<file path="config.mk">
export PLATFORM = sky130hd
export DESIGN_NAME = i2s_tx_sched
export DESIGN_NICKNAME = d
export VERILOG_FILES = /design/src/rtl/i2s_tx_sched.sv
export SDC_FILE = /design/constraint.sdc
export NUM_CORES = 1
export LEC_CHECK = 0
export ABC_AREA = 1
export CORE_UTILIZATION = 40
export DETAILED_ROUTE_END_ITERATION = 8
export DONT_BUFFER_PORTS = 1
export GPL_TIMING_DRIVEN = 0
export HOLD_SLACK_MARGIN = 0.1
export PLACE_DENSITY = 0.59
export SYNTH_ARGS = -nofsm -noshare
export SYNTH_HDL_FRONTEND = slang
export SYNTH_SLANG_ARGS = --single-unit
</file>
<file path="constraint.sdc">
create_clock -name clk -period 13.87 [get_ports clk]
set_clock_uncertainty 0.1 [all_clocks]
set_input_delay 1.387 -clock clk [delete_from_list [all_inputs] [get_ports clk]]
set_output_delay 1.387 -clock clk [all_outputs]
set_load 0.02 [all_outputs]
</file>
<file path="src/rtl/i2s_tx_sched.sv">
// i2s_tx_sched: stereo sample scheduler in front of an I2S transmitter.
//
// Accepts left/right pairs on a valid/ready stream into a one-pair buffer,
// pops the buffer at the start of each right half-frame, and presents
// left_data / right_data so each word is stable for a full half-frame
// before the transmitter loads it. Counts underruns (saturating), and
// starts and stops only on left-half (frame) boundaries.
//
// Ports:
//   clk, rst            system clock, asynchronous active-high reset
//   enable              run request
//   lrclk               word select from clkgen (0 = left half, 1 = right half)
//   s_valid/s_ready     input pair handshake
//   s_left/s_right      input pair
//   left_data           to tx left input  (updates only at right-half start)
//   right_data          to tx right input (updates only at left-half start)
//   running             high in RUN
//   underrun            one-cycle pulse per underrun frame
//   underrun_count      saturating underrun total
module i2s_tx_sched #(
  parameter int unsigned DATA_BITS     = 24,
  parameter bit          UNDERRUN_MUTE = 1'b0,
  parameter int unsigned CNT_BITS      = 16
) (
  input  logic                 clk,
  input  logic                 rst,
  input  logic                 enable,
  input  logic                 lrclk,
  input  logic                 s_valid,
  input  logic [DATA_BITS-1:0] s_left,
  input  logic [DATA_BITS-1:0] s_right,
  output logic                 s_ready,
  output logic [DATA_BITS-1:0] left_data,
  output logic [DATA_BITS-1:0] right_data,
  output logic                 running,
  output logic                 underrun,
  output logic [CNT_BITS-1:0]  underrun_count
);

  typedef enum logic [1:0] {
    IDLE = 2'd0,
    SYNC = 2'd1,
    RUN  = 2'd2
  } state_t;

  state_t               state_q, state_d;
  logic                 lrclk_q;
  logic                 tick_r_q, tick_r_d;
  logic                 tick_l_q, tick_l_d;
  logic [DATA_BITS-1:0] sbuf_l_q, sbuf_l_d;
  logic [DATA_BITS-1:0] sbuf_r_q, sbuf_r_d;
  logic                 sbuf_full_q, sbuf_full_d;
  logic [DATA_BITS-1:0] hold_l_q, hold_l_d;
  logic [DATA_BITS-1:0] hold_r_q, hold_r_d;
  logic [DATA_BITS-1:0] left_q, left_d;
  logic [DATA_BITS-1:0] right_q, right_d;
  logic                 underrun_q, underrun_d;
  logic [CNT_BITS-1:0]  cnt_q, cnt_d;
  logic                 run_w;
  logic                 accept_w;

  assign run_w    = (state_q == RUN);
  assign accept_w = s_valid & run_w & ~sbuf_full_q;

  assign s_ready        = run_w & ~sbuf_full_q;
  assign running        = run_w;
  assign left_data      = left_q;
  assign right_data     = right_q;
  assign underrun       = underrun_q;
  assign underrun_count = cnt_q;

  always_ff @(posedge clk or posedge rst) begin
    if (rst) begin
      state_q     <= IDLE;
      lrclk_q     <= 1'b0;
      tick_r_q    <= 1'b0;
      tick_l_q    <= 1'b0;
      sbuf_l_q    <= '0;
      sbuf_r_q    <= '0;
      sbuf_full_q <= 1'b0;
      hold_l_q    <= '0;
      hold_r_q    <= '0;
      left_q      <= '0;
      right_q     <= '0;
      underrun_q  <= 1'b0;
      cnt_q       <= '0;
    end else begin
      state_q     <= state_d;
      lrclk_q     <= lrclk;
      tick_r_q    <= tick_r_d;
      tick_l_q    <= tick_l_d;
      sbuf_l_q    <= sbuf_l_d;
      sbuf_r_q    <= sbuf_r_d;
      sbuf_full_q <= sbuf_full_d;
      hold_l_q    <= hold_l_d;
      hold_r_q    <= hold_r_d;
      left_q      <= left_d;
      right_q     <= right_d;
      underrun_q  <= underrun_d;
      cnt_q       <= cnt_d;
    end
  end

  always_comb begin
    // Ticks are registered so they land one clk after the lrclk edge and
    // the data registers move one clk after that.
    tick_r_d    = lrclk & ~lrclk_q;
    tick_l_d    = ~lrclk & lrclk_q;
    state_d     = state_q;
    sbuf_l_d    = sbuf_l_q;
    sbuf_r_d    = sbuf_r_q;
    sbuf_full_d = sbuf_full_q;
    hold_l_d    = hold_l_q;
    hold_r_d    = hold_r_q;
    left_d      = left_q;
    right_d     = right_q;
    underrun_d  = 1'b0;
    cnt_d       = cnt_q;

    case (state_q)
      IDLE: begin
        sbuf_full_d = 1'b0;
        hold_l_d    = '0;
        hold_r_d    = '0;
        left_d      = '0;
        right_d     = '0;
        if (enable) state_d = SYNC;
      end

      SYNC: begin
        if (!enable)       state_d = IDLE;
        else if (tick_l_q) state_d = RUN;
      end

      RUN: begin
        // s_ready is low while full, so an accept never meets a pop.
        if (accept_w) begin
          sbuf_l_d    = s_left;
          sbuf_r_d    = s_right;
          sbuf_full_d = 1'b1;
        end

        if (tick_r_q) begin
          if (sbuf_full_q) begin
            hold_l_d    = sbuf_l_q;
            hold_r_d    = sbuf_r_q;
            sbuf_full_d = 1'b0;
            left_d      = sbuf_l_q;
          end else begin
            underrun_d = 1'b1;
            if (cnt_q != '1) cnt_d = cnt_q + 1'b1;
            if (UNDERRUN_MUTE) begin
              hold_l_d = '0;
              hold_r_d = '0;
              left_d   = '0;
            end
          end
        end

        if (tick_l_q) begin
          if (!enable) begin
            // Shutdown clear comes last so a same-cycle accept cannot leave
            // a stale pair in the buffer while IDLE.
            state_d     = IDLE;
            sbuf_full_d = 1'b0;
            hold_l_d    = '0;
            hold_r_d    = '0;
            left_d      = '0;
            right_d     = '0;
          end else begin
            right_d = hold_r_q;
          end
        end
      end

      default: state_d = IDLE;
    endcase
  end

endmodule
</file>
# [Word-level counts from Yosys, hierarchy flattened]
# Cells that the tools add are included.
[word_totals] elab_cells=62 register_bits=143 out_inout_bits=67
[op_classes] n_addsub=1 n_mux=28 n_reduce_logical=6 eq_ne=7 n_bitwise=8
[ops] operator="$mux 24" count=10
[ops] operator="$pmux 24 s2" count=3
[ops] operator="$add 16x1->16 const B" count=1
[ops] operator="$ne 16x16->1 const B" count=1
[ops] operator="$mux 2" count=5
[ops] operator="$mux 1" count=8
[ops] operator="$reduce_and 4->1" count=2
[ops] operator="$ne 2x2->1 const B" count=3
[ops] operator="$pmux 2 s3" count=1
[ops] operator="$and 1x1->1" count=5
[ops] operator="$reduce_and 2->1" count=2
[ops] operator="$ne 3x3->1 const B" count=1
[ops] operator="$not 1->1" count=3
[ops] operator="$eq 2x1->1 const B" count=1
[ops] operator="$eq 2x2->1 const B" count=1
[ops] operator="$logic_not 2->1" count=1
[ops] operator="$pmux 1 s2" count=1
[ops] operator="$reduce_bool 2->1" count=1

# [Longest topological paths before layout]
[depth] ltp_word=9 ltp_mapped=9

# [Worst setup path after synthesis]
# Ideal clock, no wire load.
[synth_path] path_kind="flip-flop to output port" start="register state_q[0]" end="output port s_ready" slack_ns=11.527 path_buffers=0 arrival_ns=0.856 path_stages_with_launch=4 required_ns=12.383 cell_sequence="dfrtp_1 > inv_2 > nand2_2 > nor2_1"
[synth_between] elab_chain_cells=2
[synth_rtl] item="start, declared" line="46" source="state_t state_q, state_d;"
[synth_rtl] item="start signal, assigned" line="88" source="state_q <= state_d;"
[synth_rtl] item="$eq 2x2->1" line="62" source="assign run_w = (state_q == RUN);"
[synth_rtl] item="$and 1x1->1" line="65" source="assign s_ready = run_w & ~sbuf_full_q;"
[synth_rtl] item="end, declared" line="32" source="output logic s_ready,"
# No other way between the ends.

# [Final worst setup path]
# Same ends and word-level chain as after synthesis.

==> Implementation_results.wiki <==
{| class="wikitable"
! Metric !! Value
|-
| Status || complete, no violations
|-
| FF-to-FF End || underrun_count[7]
|-
| Highest attainable clock frequency || 347.8 MHz
|-
| Worst-path clk slew || 0.06 ns
|-
| Complex-gate fraction of the synthesized area || 7.692%
|-
| Final worst hold slack || 0.3312 ns
|-
| Number of antenna violations at the first check in global routing || 0
|-
| Total Die Area || 0.01591 mm2
|-
| Internal power of the cells || 0.0008292 W
|-
| Crit path arrival time || 1.39 ns
|-
| Initial Util || 40.70%
|-
| Pin count of the biggest net entering global routing || 94
|-
| Floorplan Core Area || 0.01515 mm2
|-
| Fraction of synthesized cell area in xor and xnor cells || 0.8524%
|-
| Fraction of final layout cells sized beyond drive strength 1 || 13.67%
|-
| Power share of the sequential group || 48.7%
|-
| Via/cell ratio || 4.942
|-
| Detail-routed net length per standard cell || 15.29 um
|-
| Clock period minus final worst setup slack || 2.875 ns
|-
| Vias in the first global route || 4603
|-
| Power per cell area || 161.0 mW/mm2
|-
| Post-Synthesis Cells || 691
|-
| CTS Sinks || 143
|-
| Synth-to-layout area growth || 14.41%
|-
| Synth Area per Inst || 8.921 um2
|-
| Pre-Repair DR Iteration Count || 5
|-
| TritonCTS clock tree || built
|-
| Minimum setup slack in the final design || 10.99 ns
|-
| Proportion of synthesized area in mux cells || 0%
|-
| Worst Tran Pin Value || 0.5409 ns
|-
| Sort of element at the start of the critical path || flip-flop
|-
| Net Sw Power || 0.0003065 W
|-
| EDFF count, synth || 0
|-
| Primary flip-flop cell chosen by synthesis mapping || dfrtp_1
|-
| Async set-reset flop share out of synthesis || 100.0%
|-
| Number of nets in the final layout || 765
|-
| Switching portion of total power || 26.99%
|-
| Adder-Cell Fraction of Synth Area || 0.2030%
|-
| Count of final setup violators || 0
|-
| Class of the most critical hold timing path || reg2reg
|-
| Type of the worst setup path || reg2out
|-
| Required time of the worst setup path || 12.38 ns
|-
| Share of synthesized cell area in and, or, nand and nor gates || 25.39%
|-
| Worst vdd rail ir drop || 0.09164 mV
|-
| Hold path startpoint || lrclk_q
|-
| Worst reg2reg path depth || 9
|-
| Final Total Pwr || 0.001136 W
|-
| H-tree levels || 4
|-
| Clock latency on the worst-skew pair || 0.42 ns
|-
| Seq/Total Area, Yosys || 58.05%
|-
| Routability congestion estimate from global placement || 0.8437
|-
| Leftover overflow at the end of global routing || 0
|-
| Post-Place Cells || 880
|-
| Starting DRC count in detailed routing || 309
|-
| Number of cells upsized or downsized after cts || 0
|-
| Chip Width || 126.1 um
|-
| Largest fanout on the critical path || 5
|-
| Unrepaired setup endpoints after global routing || false
|-
| Endpoints failing hold || 0
|-
| Cell leakage power || 3.403 nW
|-
| Ant diodes || 0
|-
| Combinational group share of total power || 9.3%
|-
| Remaining max-slew budget at the tightest pin || 63.94%
|-
| Global-route wire length before repair || 23.54 mm
|-
| Worst slack after detailed placement || 11.29 ns
|-
| Buffers added on ports || 0
|-
| Maximum buffer depth of the clock tree || 2
|-
| Final Instance Count excl. Fillers || 912
|-
| Post-synthesis net count || 745
|-
| Reg2reg setup slack || 11.84 ns
|-
| Vertical die dimension || 126.1 um
|-
| Antenna Nets Post-Route || 0
|-
| Top-level port count || 120
|-
| Total via count in the routed design || 4507
|-
| Total GRT Usage || 19.21%
|-
| Number of different library cells in the post-synthesis netlist || 29
|-
| Warnings, synthesis || 0
|-
| Total count of max-transition violations in the final report || 0
|-
| Final Cycle Share || 20.73%
|-
| Count of hold-fix buffers inserted at cts || 0
|-
| Post-synth design cell area || 0.006165 mm2
|-
| Number of max-cap violations || 0
|-
| Final setup TNS || 0 ns
|-
| Clock group share of total power || 42.0%
|-
| Number of rows created at floorplan || 45
|-
| Detailed-placement wirelength estimate || 9.851 mm
|-
| Critical R2R Launch || underrun_count[0]
|-
| Routed wire length || 13.94 mm
|-
| Clock buffers created by TritonCTS || 17
|-
| Root Buffer || clkbuf_16
|-
| Nature of the critical path endpoint || output pin
|-
| Total of flip-flops plus latches after synthesis || 143
|-
| Largest family of logic cells by synthesized area || simple AND/OR/NAND/NOR gates
|-
| Post-route DRC || 0
|-
| WHS Endpoint || tick_r_q
|-
| Number of cells traversed by the worst hold path || 1
|-
| Post-CTS setup buffers || 0
|}
## synthesized netlist by cell type (2+ instances only)
cell,n,share of area (%)
buf_2,13,1.1
nor2_1,139,8.5
inv_1,69,4.2
o21ai_1,7,0.57
xor2_1,6,0.85
buf_6,6,1.1
nor3_2,20,3.2
o21ai_2,8,1.1
clkbuf_1,11,0.67
nand3_2,3,0.49
nor3_1,29,2.4
nand2_1,127,7.7
dfrtp_1,143,58
nand2_2,2,0.20
o21ai_0,46,3.7
buf_4,5,0.61
a21oi_1,25,2.0
inv_2,3,0.18
nand3_1,14,1.1
nand4_1,6,0.61
## state kept, by name, indices dropped and copies added, names as in the netlist
signal and cells:
sbuf_full_q 1, tick_r_q 1, right_data 24, sbuf_l_q 24, left_data 24, tick_l_q 1
sbuf_r_q 24, underrun_count 16, hold_r_q 24, state_q 2, underrun 1, lrclk_q 1
## cell families after synthesis
family | count (synthesis)
simple gates | 346
flops | 143
buf+inv | 107
compound gates | 88
xor+xnor | 6
fa+ha+maj | 1
## power groups by stage
stage / combinational, W / clock (W) / sequential, W
after floorplan: 0.0000841 / 0 / 0.000545
after global placement: 0.000100 / 0 / 0.000556
after detailed placement: 0.000107 / 0 / 0.000559
after CTS: 0.000108 / 0.000488 / 0.000552
after global routing: 0.000126 / 0.000505 / 0.000563
final: 0.000105 / 0.000477 / 0.000553
## metrics by stage
stage | instance area (um2) | util, %
floorplan | 6165 | -
global placement | 6400 | 42.26
detailed placement | 6432 | 42.47
CTS | 7053 | 46.57
global route | 7053 | 46.57
finish | 7053 | 46.57
## cell usage in the layout (no fill, tap or decap), drive strengths merged, types with 5 or more instances in the layout
cell and count:
nor3 50, nand2 130, nand3 18, inv 73, o21ai 61, nand4 6
buf 25, dfrtp 143, clkbuf 29, nor2 140, clkinv 5, a21oi 25
xor2 6
## per-layer routing
metal / global-route usage [%] / share of wire [%] / up-vias
met4: 7.583 / 1.7 / 0
met2: 30.84 / 48 / 112
met3: 7.137 / 6.9 / 19
li1: - / - / 2210
met1: 23.45 / 43 / 2166
met5: 0 / 0 / -
## critical path, stage by stage (launching register included)
cell	delay, ns
dfrtp_1	0.40
inv_2	0.11
nand2_2	0.11
nor2_1	0.35
## layout make-up
type                       count  area [um2]
clock inverter                14       191.4
timing repair buffer           1       27.53
tap                          188       235.2
buffer                        35       211.5
clock buffer                  18       429.2
multi-input combinational    441        2105
inverter                      72       275.3
fill                        1476        8093
sequential                   143        3578
## worst max path at each step
stage	start	endpoint	slack, ns	cells after the start
finish	state_q[0]	s_ready	10.99	3
global placement	rst	sbuf_r_q[2]	7.15	1
floorplan	rst	hold_r_q[0]	8.55	1
global route	state_q[0]	s_ready	10.89	3
CTS	state_q[0]	s_ready	10.96	3
detailed placement	enable	right_data[7]	11.29	5
Note: power is estimated with default switching activity, not from simulation.
